**src/rtl/crc16_check_arbiter_if.sv**
```systemverilog
// Requester/result bundle for the shared CRC-16 check engine.
// The master side drives frames and consumes results; the slave side is the arbiter.
interface crc16_check_arbiter_if #(
    parameter int N_REQ   = 4,
    parameter int ID_W    = 2,
    parameter int FRAME_W = 39
);
    logic [N_REQ-1:0]         req_valid;
    logic [N_REQ*FRAME_W-1:0] req_frame;
    logic [N_REQ-1:0]         req_ready;
    logic                     res_valid;
    logic                     res_ready;
    logic [ID_W-1:0]          res_id;
    logic [FRAME_W-1:0]       res_frame;
    logic                     res_ok;
    logic                     busy;

    modport master (
        output req_valid, req_frame, res_ready,
        input  req_ready, res_valid, res_id, res_frame, res_ok, busy
    );

    modport slave (
        input  req_valid, req_frame, res_ready,
        output req_ready, res_valid, res_id, res_frame, res_ok, busy
    );
endinterface

```
**src/rtl/crc16_check_arbiter.sv**
```systemverilog
// Round-robin arbiter in front of one bit-serial CRC-16 checker; each granted frame
// is shifted MSB-first through the LFSR and reported as good/bad with its requester id.
module crc16_check_arbiter #(
    parameter int          N_REQ   = 4,
    parameter int          ID_W    = 2,
    parameter int          FRAME_W = 39,
    parameter logic [15:0] POLY    = 16'h8005
) (
    input  logic                  clk,
    input  logic                  rst_n,
    crc16_check_arbiter_if.slave  bus
);
    localparam int CNT_W = $clog2(FRAME_W + 1);

    typedef enum logic [1:0] {S_IDLE, S_SHIFT, S_DONE} state_t;

    state_t             r_state;
    logic [FRAME_W-1:0] r_shreg;
    logic [FRAME_W-1:0] r_frame;
    logic [15:0]        r_lfsr;
    logic [CNT_W-1:0]   r_cnt;
    logic [ID_W-1:0]    r_id;
    logic [ID_W-1:0]    r_last;
    logic               r_res_valid;
    logic               r_res_ok;

    logic               w_grant_any;
    logic [ID_W-1:0]    w_grant_id;
    logic [ID_W-1:0]    w_cand;
    logic               w_fb;
    logic [15:0]        w_lfsr_next;
    logic [N_REQ-1:0]   w_ready;

    // Scan from farthest to nearest so the requester closest after r_last wins.
    always_comb begin
        w_grant_any = 1'b0;
        w_grant_id  = '0;
        w_cand      = '0;
        for (int k = N_REQ; k >= 1; k--) begin
            w_cand = ID_W'((int'(r_last) + k) % N_REQ);
            if (bus.req_valid[w_cand]) begin
                w_grant_any = 1'b1;
                w_grant_id  = w_cand;
            end
        end
    end

    // Grant is only offered in IDLE and is forced low while reset is held.
    generate
        for (genvar gi = 0; gi < N_REQ; gi++) begin : g_ready
            assign w_ready[gi] = rst_n && (r_state == S_IDLE) && w_grant_any
                                 && (w_grant_id == ID_W'(gi));
        end
    endgenerate

    assign w_fb        = r_shreg[FRAME_W-1] ^ r_lfsr[15];
    assign w_lfsr_next = {r_lfsr[14:0], 1'b0} ^ (w_fb ? POLY : 16'h0000);

    always_ff @(posedge clk or negedge rst_n) begin
        if (!rst_n) begin
            r_state     <= S_IDLE;
            r_shreg     <= '0;
            r_frame     <= '0;
            r_lfsr      <= '0;
            r_cnt       <= '0;
            r_id        <= '0;
            r_last      <= ID_W'(N_REQ - 1);
            r_res_valid <= 1'b0;
            r_res_ok    <= 1'b0;
        end else begin
            case (r_state)
                S_IDLE: begin
                    if (w_grant_any) begin
                        r_shreg <= bus.req_frame[w_grant_id*FRAME_W +: FRAME_W];
                        r_frame <= bus.req_frame[w_grant_id*FRAME_W +: FRAME_W];
                        r_id    <= w_grant_id;
                        r_last  <= w_grant_id;
                        r_lfsr  <= '0;
                        r_cnt   <= '0;
                        r_state <= S_SHIFT;
                    end
                end
                S_SHIFT: begin
                    r_shreg <= r_shreg << 1;
                    r_lfsr  <= w_lfsr_next;
                    r_cnt   <= r_cnt + CNT_W'(1);
                    // Last frame bit: the remainder is decided by this cycle's LFSR update.
                    if (r_cnt == CNT_W'(FRAME_W - 1)) begin
                        r_state     <= S_DONE;
                        r_res_valid <= 1'b1;
                        r_res_ok    <= (w_lfsr_next == 16'h0000);
                    end
                end
                S_DONE: begin
                    if (bus.res_ready) begin
                        r_state     <= S_IDLE;
                        r_res_valid <= 1'b0;
                    end
                end
                default: r_state <= S_IDLE;
            endcase
        end
    end

    assign bus.req_ready = w_ready;
    assign bus.res_valid = r_res_valid;
    assign bus.res_id    = r_id;
    assign bus.res_frame = r_frame;
    assign bus.res_ok    = r_res_ok;
    assign bus.busy      = (r_state != S_IDLE);
endmodule

```
**src/flat_wrapper.sv**
```systemverilog
// flat-port wrapper written by rule: the top's interface ports become plain ports
module crc16_check_arbiter_flat 
#(
    parameter int          N_REQ   = 4,
    parameter int          ID_W    = 2,
    parameter int          FRAME_W = 39,
    parameter logic [15:0] POLY    = 16'h8005
)
  (clk, rst_n, bus_req_valid, bus_req_frame, bus_res_ready, bus_req_ready, bus_res_valid, bus_res_id, bus_res_frame, bus_res_ok, bus_busy);
  crc16_check_arbiter_if #(.N_REQ(N_REQ), .ID_W(ID_W), .FRAME_W(FRAME_W)) bus_i ();
  input  logic clk;
  input  logic rst_n;
  input wire logic [$bits(bus_i.req_valid)-1:0] bus_req_valid;
  input wire logic [$bits(bus_i.req_frame)-1:0] bus_req_frame;
  input wire logic [$bits(bus_i.res_ready)-1:0] bus_res_ready;
  output wire logic [$bits(bus_i.req_ready)-1:0] bus_req_ready;
  output wire logic [$bits(bus_i.res_valid)-1:0] bus_res_valid;
  output wire logic [$bits(bus_i.res_id)-1:0] bus_res_id;
  output wire logic [$bits(bus_i.res_frame)-1:0] bus_res_frame;
  output wire logic [$bits(bus_i.res_ok)-1:0] bus_res_ok;
  output wire logic [$bits(bus_i.busy)-1:0] bus_busy;
  assign bus_i.req_valid = bus_req_valid;
  assign bus_i.req_frame = bus_req_frame;
  assign bus_i.res_ready = bus_res_ready;
  assign bus_req_ready = bus_i.req_ready;
  assign bus_res_valid = bus_i.res_valid;
  assign bus_res_id = bus_i.res_id;
  assign bus_res_frame = bus_i.res_frame;
  assign bus_res_ok = bus_i.res_ok;
  assign bus_busy = bus_i.busy;
  crc16_check_arbiter #(.N_REQ(N_REQ), .ID_W(ID_W), .FRAME_W(FRAME_W), .POLY(POLY)) u_core (.clk(clk), .rst_n(rst_n), .bus(bus_i));
endmodule
```
**config.mk**
```make
export PLATFORM = sky130hd
export DESIGN_NAME = crc16_check_arbiter_flat
export DESIGN_NICKNAME = d
export VERILOG_FILES = /design/src/rtl/crc16_check_arbiter_if.sv /design/src/rtl/crc16_check_arbiter.sv /design/src/flat_wrapper.sv
export SDC_FILE = /design/constraint.sdc
export NUM_CORES = 1
export LEC_CHECK = 0
export CAP_MARGIN = 20
export CELL_PAD_IN_SITES_DETAIL_PLACEMENT = 1
export CELL_PAD_IN_SITES_GLOBAL_PLACEMENT = 2
export CORE_MARGIN = 3
export CORE_UTILIZATION = 28
export CTS_CLUSTER_SIZE = 16
export DETAILED_ROUTE_END_ITERATION = 10
export PLACE_DENSITY = 0.91
export SYNTH_ARGS = -nofsm -noshare
export SYNTH_HDL_FRONTEND = slang
export SYNTH_SLANG_ARGS = --single-unit
export TNS_END_PERCENT = 50
```
**constraint.sdc**
```tcl
create_clock -name clk -period 4.4 [get_ports clk]
set_clock_uncertainty 0.05 [all_clocks]
set_input_delay 0.66 -clock clk [delete_from_list [all_inputs] [get_ports clk]]
set_output_delay 0.66 -clock clk [all_outputs]
set_load 0.02 [all_outputs]
```
### After elaboration in Yosys (flattened, before gate mapping)

Cells that the tools add are included.

* register bits after elaboration: 108
* bits of input ports: 163
* output and inout bits: 48
* word-level logic and storage cells: 78

* $add $sub $neg: 5
* $mul: 1
* order comparisons: 4
* eq/ne operators: 9
* shift-type cells: 1
* muxes and demuxes: 30
* bitwise logic cells: 2
* reduce and logical (&&, ||, !) cells: 17

Operators with widths (number)
* indexed part select 156 x 9 -> 39 bit: 1
* case mux 39 bit (2 select lines): 1
* 2-to-1 mux 39 bit: 1
* 2-to-1 mux 16 bit: 2
* case mux 16 bit (2 select lines): 1
* zero test 16 bit: 1
* XOR 16 bit: 1
* 2-to-1 mux 2 bit: 7
* less-than comparator 2 x 3 -> 1 bit, second input constant: 4
* case mux 6 bit (2 select lines): 1
* 2-to-1 mux 1 bit: 10
* binary-select mux 1 bit (select 2 bit): 4
* multiplier 2 x 6 -> 8 bit, second input constant: 1
* adder 6 x 1 -> 6 bit, second input constant: 1
* equality test 2 bit, second input constant: 3
* equality test 6 bit, second input constant: 1
* logical AND 1 bit: 6
* 2-to-1 mux 6 bit: 1
* case mux 2 bit (3 select lines): 1
* AND reduction 2 bit: 3
* AND reduction 3 bit: 2
* nonzero test 2 bit: 3
* adder 2 x 1 -> 2 bit, second input constant: 2
* adder 2 bit, second input constant: 2
* other kinds (6): 9

### Depth between registers and ports, before layout

* depth in word-level cells: 11
* mapped depth: 6
* depth with buffers taken out: 6

### Worst setup path before layout

No wires, ideal clock.

* path type: in2out
* start: in bus_req_valid[2]
* end: out bus_req_ready[3]
* data arrival time: 1.878 ns
* data required time: 3.690 ns
* setup slack: 1.812 ns
* stages on the path: 5
* path buffers: 1
* cell sequence: nand2b_1 -> a21boi_0 -> o21ai_1 -> clkbuf_1 -> nor2b_1

* cells in the longest elaborated chain, start to end: 8
* elaborated cells between the ends (all ways): 19
* those cells by class: 1 x eq/ne; 16 x mux; 2 x reduce/logical

Ends and longest elaborated chain
* start: declaration: RTL line flat_wrapper.sv:13 `input wire logic [$bits(bus_i.req_valid)-1:0] bus_req_valid;`
* binary-select mux 1 bit (select 2 bit): RTL line crc16_check_arbiter.sv:41 `if (bus.req_valid[w_cand]) begin`
* 2-to-1 mux 1 bit (not written as such): RTL line crc16_check_arbiter.sv:41
* 2-to-1 mux 2 bit or 2-to-1 mux 1 bit (tied branches) (4 in series): RTL line crc16_check_arbiter.sv:41
* equality test 2 bit or logical AND 1 bit (tied branches): RTL line crc16_check_arbiter.sv:52, crc16_check_arbiter.sv:51
* logical AND 1 bit *: RTL line crc16_check_arbiter.sv:52 `&& (w_grant_id == ID_W'(gi));`
* end: declaration: RTL line flat_wrapper.sv:16 `output wire logic [$bits(bus_i.req_ready)-1:0] bus_req_ready;`

Mark *: on every way between the ends. The rest lies on a longest branch, timed or not. The select of a mux whose other input is x is not followed.

### Worst setup path after layout

* start: in bus_req_valid[2]
* end: out bus_req_ready[2]

Same word-level chain as after synthesis.

==> flow_summary.json <==
{
  "path_buf_inv": 3,
  "dp_hpwl_mm": 13.3,
  "ys.flop_type": "dfrtp_1",
  "syn_area_mm2": 0.00560,
  "relSlewSlack_pct": 31.8,
  "critical_path_class": "primary input to output pin",
  "insertion_delay_ps": 350,
  "r2r-start": "u_core.r_last[1]",
  "fin_crit_ps": 3520,
  "wl_per_cell_um": 17.4,
  "setup_tns_ps": 0,
  "coreArea_mm2": 0.0195,
  "crit_chain": "clkdlybuf4s50_1, nand2b_1, a21boi_0, o21ai_4, buf_4, nor2_1, clkdlybuf4s50_1",
  "mostFrequentLayoutCells": "clkdlybuf4s50_1 (209), nand3_1 (123), nand2_1 (120), dfrtp_1 (106), mux2_2 (63)",
  "yosysTopAreaCell": "dfrtp_1",
  "clockPowerShare_pct": 15.1,
  "post-route-drc-count": 0,
  "postCtsHoldBufs": 0,
  "clock_sinks": 108,
  "cts.htree.levels": 3,
  "synthArstFlopShare_pct": 100,
  "comb_power_share_pct": 50.2,
  "syn_to_final_growth_pct": 47.6,
  "vdd_drop_max_uv": 245,
  "vias": 5101,
  "min_path_type": "primary input to asynchronous set/reset pin",
  "mostFrequentLayoutCell": "clkdlybuf4s50_1",
  "worst_pin_slew_ps": 1020,
  "drtAntennaViolNets": 0,
  "synth_top_family_by_area": "simple AND/OR/NAND/NOR gates",
  "outcome": "finished, final reports clean",
  "antenna_found_initial": 0,
  "fmax_ghz": 0.284,
  "ys_ff_latch": 108,
  "power.total_uw": 5190,
  "worstPathRequired_ps": 3690,
  "root_buffer": "clkbuf_16",
  "grt_pass1_wl_mm": 29.5,
  "diodes": 0,
  "grt_pass1_vias": 5646,
  "synth-compound-area-share_pct": 9.23,
  "drv_cap": 0,
  "synth_fa_ha_area_share_pct": 0.447,
  "post_dp_cell_area_mm2": 0.00798,
  "synth_nets": 752,
  "rsz0062_at_grt": "false",
  "synth_mux_area_share_pct": 15.9,
  "finalSetupViolCount": 0,
  "place_congestion": 0.712,
  "yosysSeqAreaShare_pct": 48.3,
  "final_area_mm2": 0.00827,
  "slowest_delay_ps": 620,
  "timing.critical_path.from_type": "primary input",
  "synth_area_leaders": "dfrtp_1 (47%), mux2_2 (13%), nand3_1 (11%), nand2_1 (8.0%), a22oi_1 (5.1%)",
  "period_share_pct": 79.9,
  "switching_share_pct": 40.6,
  "synth.distinct_cells": 38,
  "avgSynthCellArea_um2": 9.54,
  "ys_warn_count": 0,
  "ff2ff_path_depth": 6,
  "drt-total-wl_mm": 18.3,
  "leakage_uw": 0.00348,
  "synth_xor_area_share_pct": 0.782,
  "power_switching_uw": 2110,
  "nFillCells": 2249,
  "fp-row-count": 51,
  "power.density_mw_per_mm2": 628,
  "fin_util_pct": 42.3,
  "synth_edf_count": 0,
  "vias_per_cell": 4.85,
  "grt_max_degree": 66,
  "post_cts_resized": 0,
  "crit_top_cell": "clkdlybuf4s50_1",
  "initial_utilization_pct": 28.7,
  "layout-drive-gt1-share_pct": 13.0,
  "arrival_ps": 2810,
  "cts_buffers": 9,
  "power.internal_uw": 3080,
  "timing.rr.end": "u_core.r_shreg[24]",
  "drt-pass1-iter-count": 4,
  "track_usage_pct": 16.8,
  "critPathTopFamily": "buffers and inverters",
  "dieArea_mm2": 0.0217,
  "clockBufferDepth": 2,
  "hold_violations": 0,
  "nets": 946,
  "port_buffers": 210,
  "yosysTopAreaCellShare_pct": 47.4,
  "syn_inst": 587,
  "cp-end-kind": "output pin",
  "seqPwrFrac_pct": 34.7,
  "final_max_slew_viol_count": 0,
  "post_cts_buffers": 0,
  "drt_iter0_markers": 229,
  "synth-simple-area-share_pct": 22.0,
  "dieWidth_um": 147,
  "grt_overflow_total": 0,
  "cts_tree": "built",
  "cp_max_fo": 19,
  "clkTransAtPathRegs_ps": 80,
  "crit_start": "bus_req_valid[2]",
  "cp_slowest_cell": "clkdlybuf4s50_1",
  "io_pins": 211,
  "rrSetupSlack_ps": 2050,
  "die_h_um": 147
}
## cell type report
class | instances | area [um2] | area share [%]
well taps | 265 | 332 | 4.01
repair buffers | 223 | 2200 | 26.6
clock buffers | 10 | 239 | 2.89
clock inverters | 6 | 45.0 | 0.545
flip-flops and latches | 108 | 2710 | 32.7
multi-input cells | 437 | 2740 | 33.2
inverters | 2 | 7.51 | 0.0908
## metal layers
layer / up-vias / global-route usage (%) / wire (um)
met2: 138 / 29.8 / 8930
met1: 2497 / 20.5 / 8070
met5: - / 0 / 0
met3: 7 / 5.00 / 1180
met4: 0 / 2.94 / 106
li1: 2459 / - / -
## through the flow
| stage | instances | setup WS (ps) | hold WS, ps |
|---|---|---|---|
| final | 1051 | 883 | 155 |
| after global routing | 1051 | 722 | 153 |
| after CTS | 1051 | 872 | 150 |
| after global placement | 1035 | 927 | 412 |
| after floorplan | 587 | 1810 | 314 |
| after detailed placement | 1035 | 896 | 426 |
## power by group through the flow
stage | Clock [uW] | Sequential (uW) | Combinational [uW]
floorplan | 0 | 1960 | 1440
CTS | 807 | 1810 | 2660
finish | 785 | 1800 | 2610
global placement | 0 | 1800 | 2600
detailed placement | 0 | 1810 | 2650
global route | 853 | 1870 | 2890
## flip-flops by register name, summed over array words and instances, names as in the netlist
name / flops
u_core.bus.res_frame: 39
u_core.r_shreg: 39
u_core.r_lfsr: 16
u_core.r_cnt: 6
u_core.bus.res_id: 2
u_core.r_last: 2
u_core.r_state: 2
u_core.bus.res_ok: 1
u_core.bus.res_valid: 1
## kinds of logic (layout without fill, tap and decap cells)
family                     after synthesis  after routing
xor gates and xnor gates                 5              5
AOI/OAI and AO/OA                       77             77
buffers and inverters                   42            241
DFF                                    108            108
and+or+nand+nor                        274            274
muxes                                   79             79
adders and majority gates                2              2
## cell usage after synthesis (2+ instances only)
cell / n
a21o_1: 2
a22oi_1: 38
buf_1: 2
buf_2: 9
buf_4: 5
clkbuf_1: 24
dfrtp_1: 106
dfstp_2: 2
ha_1: 2
inv_1: 2
mux2_1: 15
mux2_2: 63
nand2_1: 120
nand2b_1: 5
nand3_1: 123
nor2_1: 12
nor2b_1: 2
nor3_1: 2
nor4_1: 2
o21ai_0: 30
xor2_1: 4
## worst max-delay path by stage
stage                        to  slack (ps)  depth (start not counted)
2_1_floorplan  bus_req_ready[3]        1810                          5
3_3_place_gp   bus_req_ready[2]         930                          7
3_5_place_dp   bus_req_ready[2]         900                          7
4_1_cts        bus_req_ready[2]         870                          7
5_1_grt        bus_req_ready[3]         720                          7
6_report       bus_req_ready[2]         880                          7
Power figures use the tool's default switching activity.
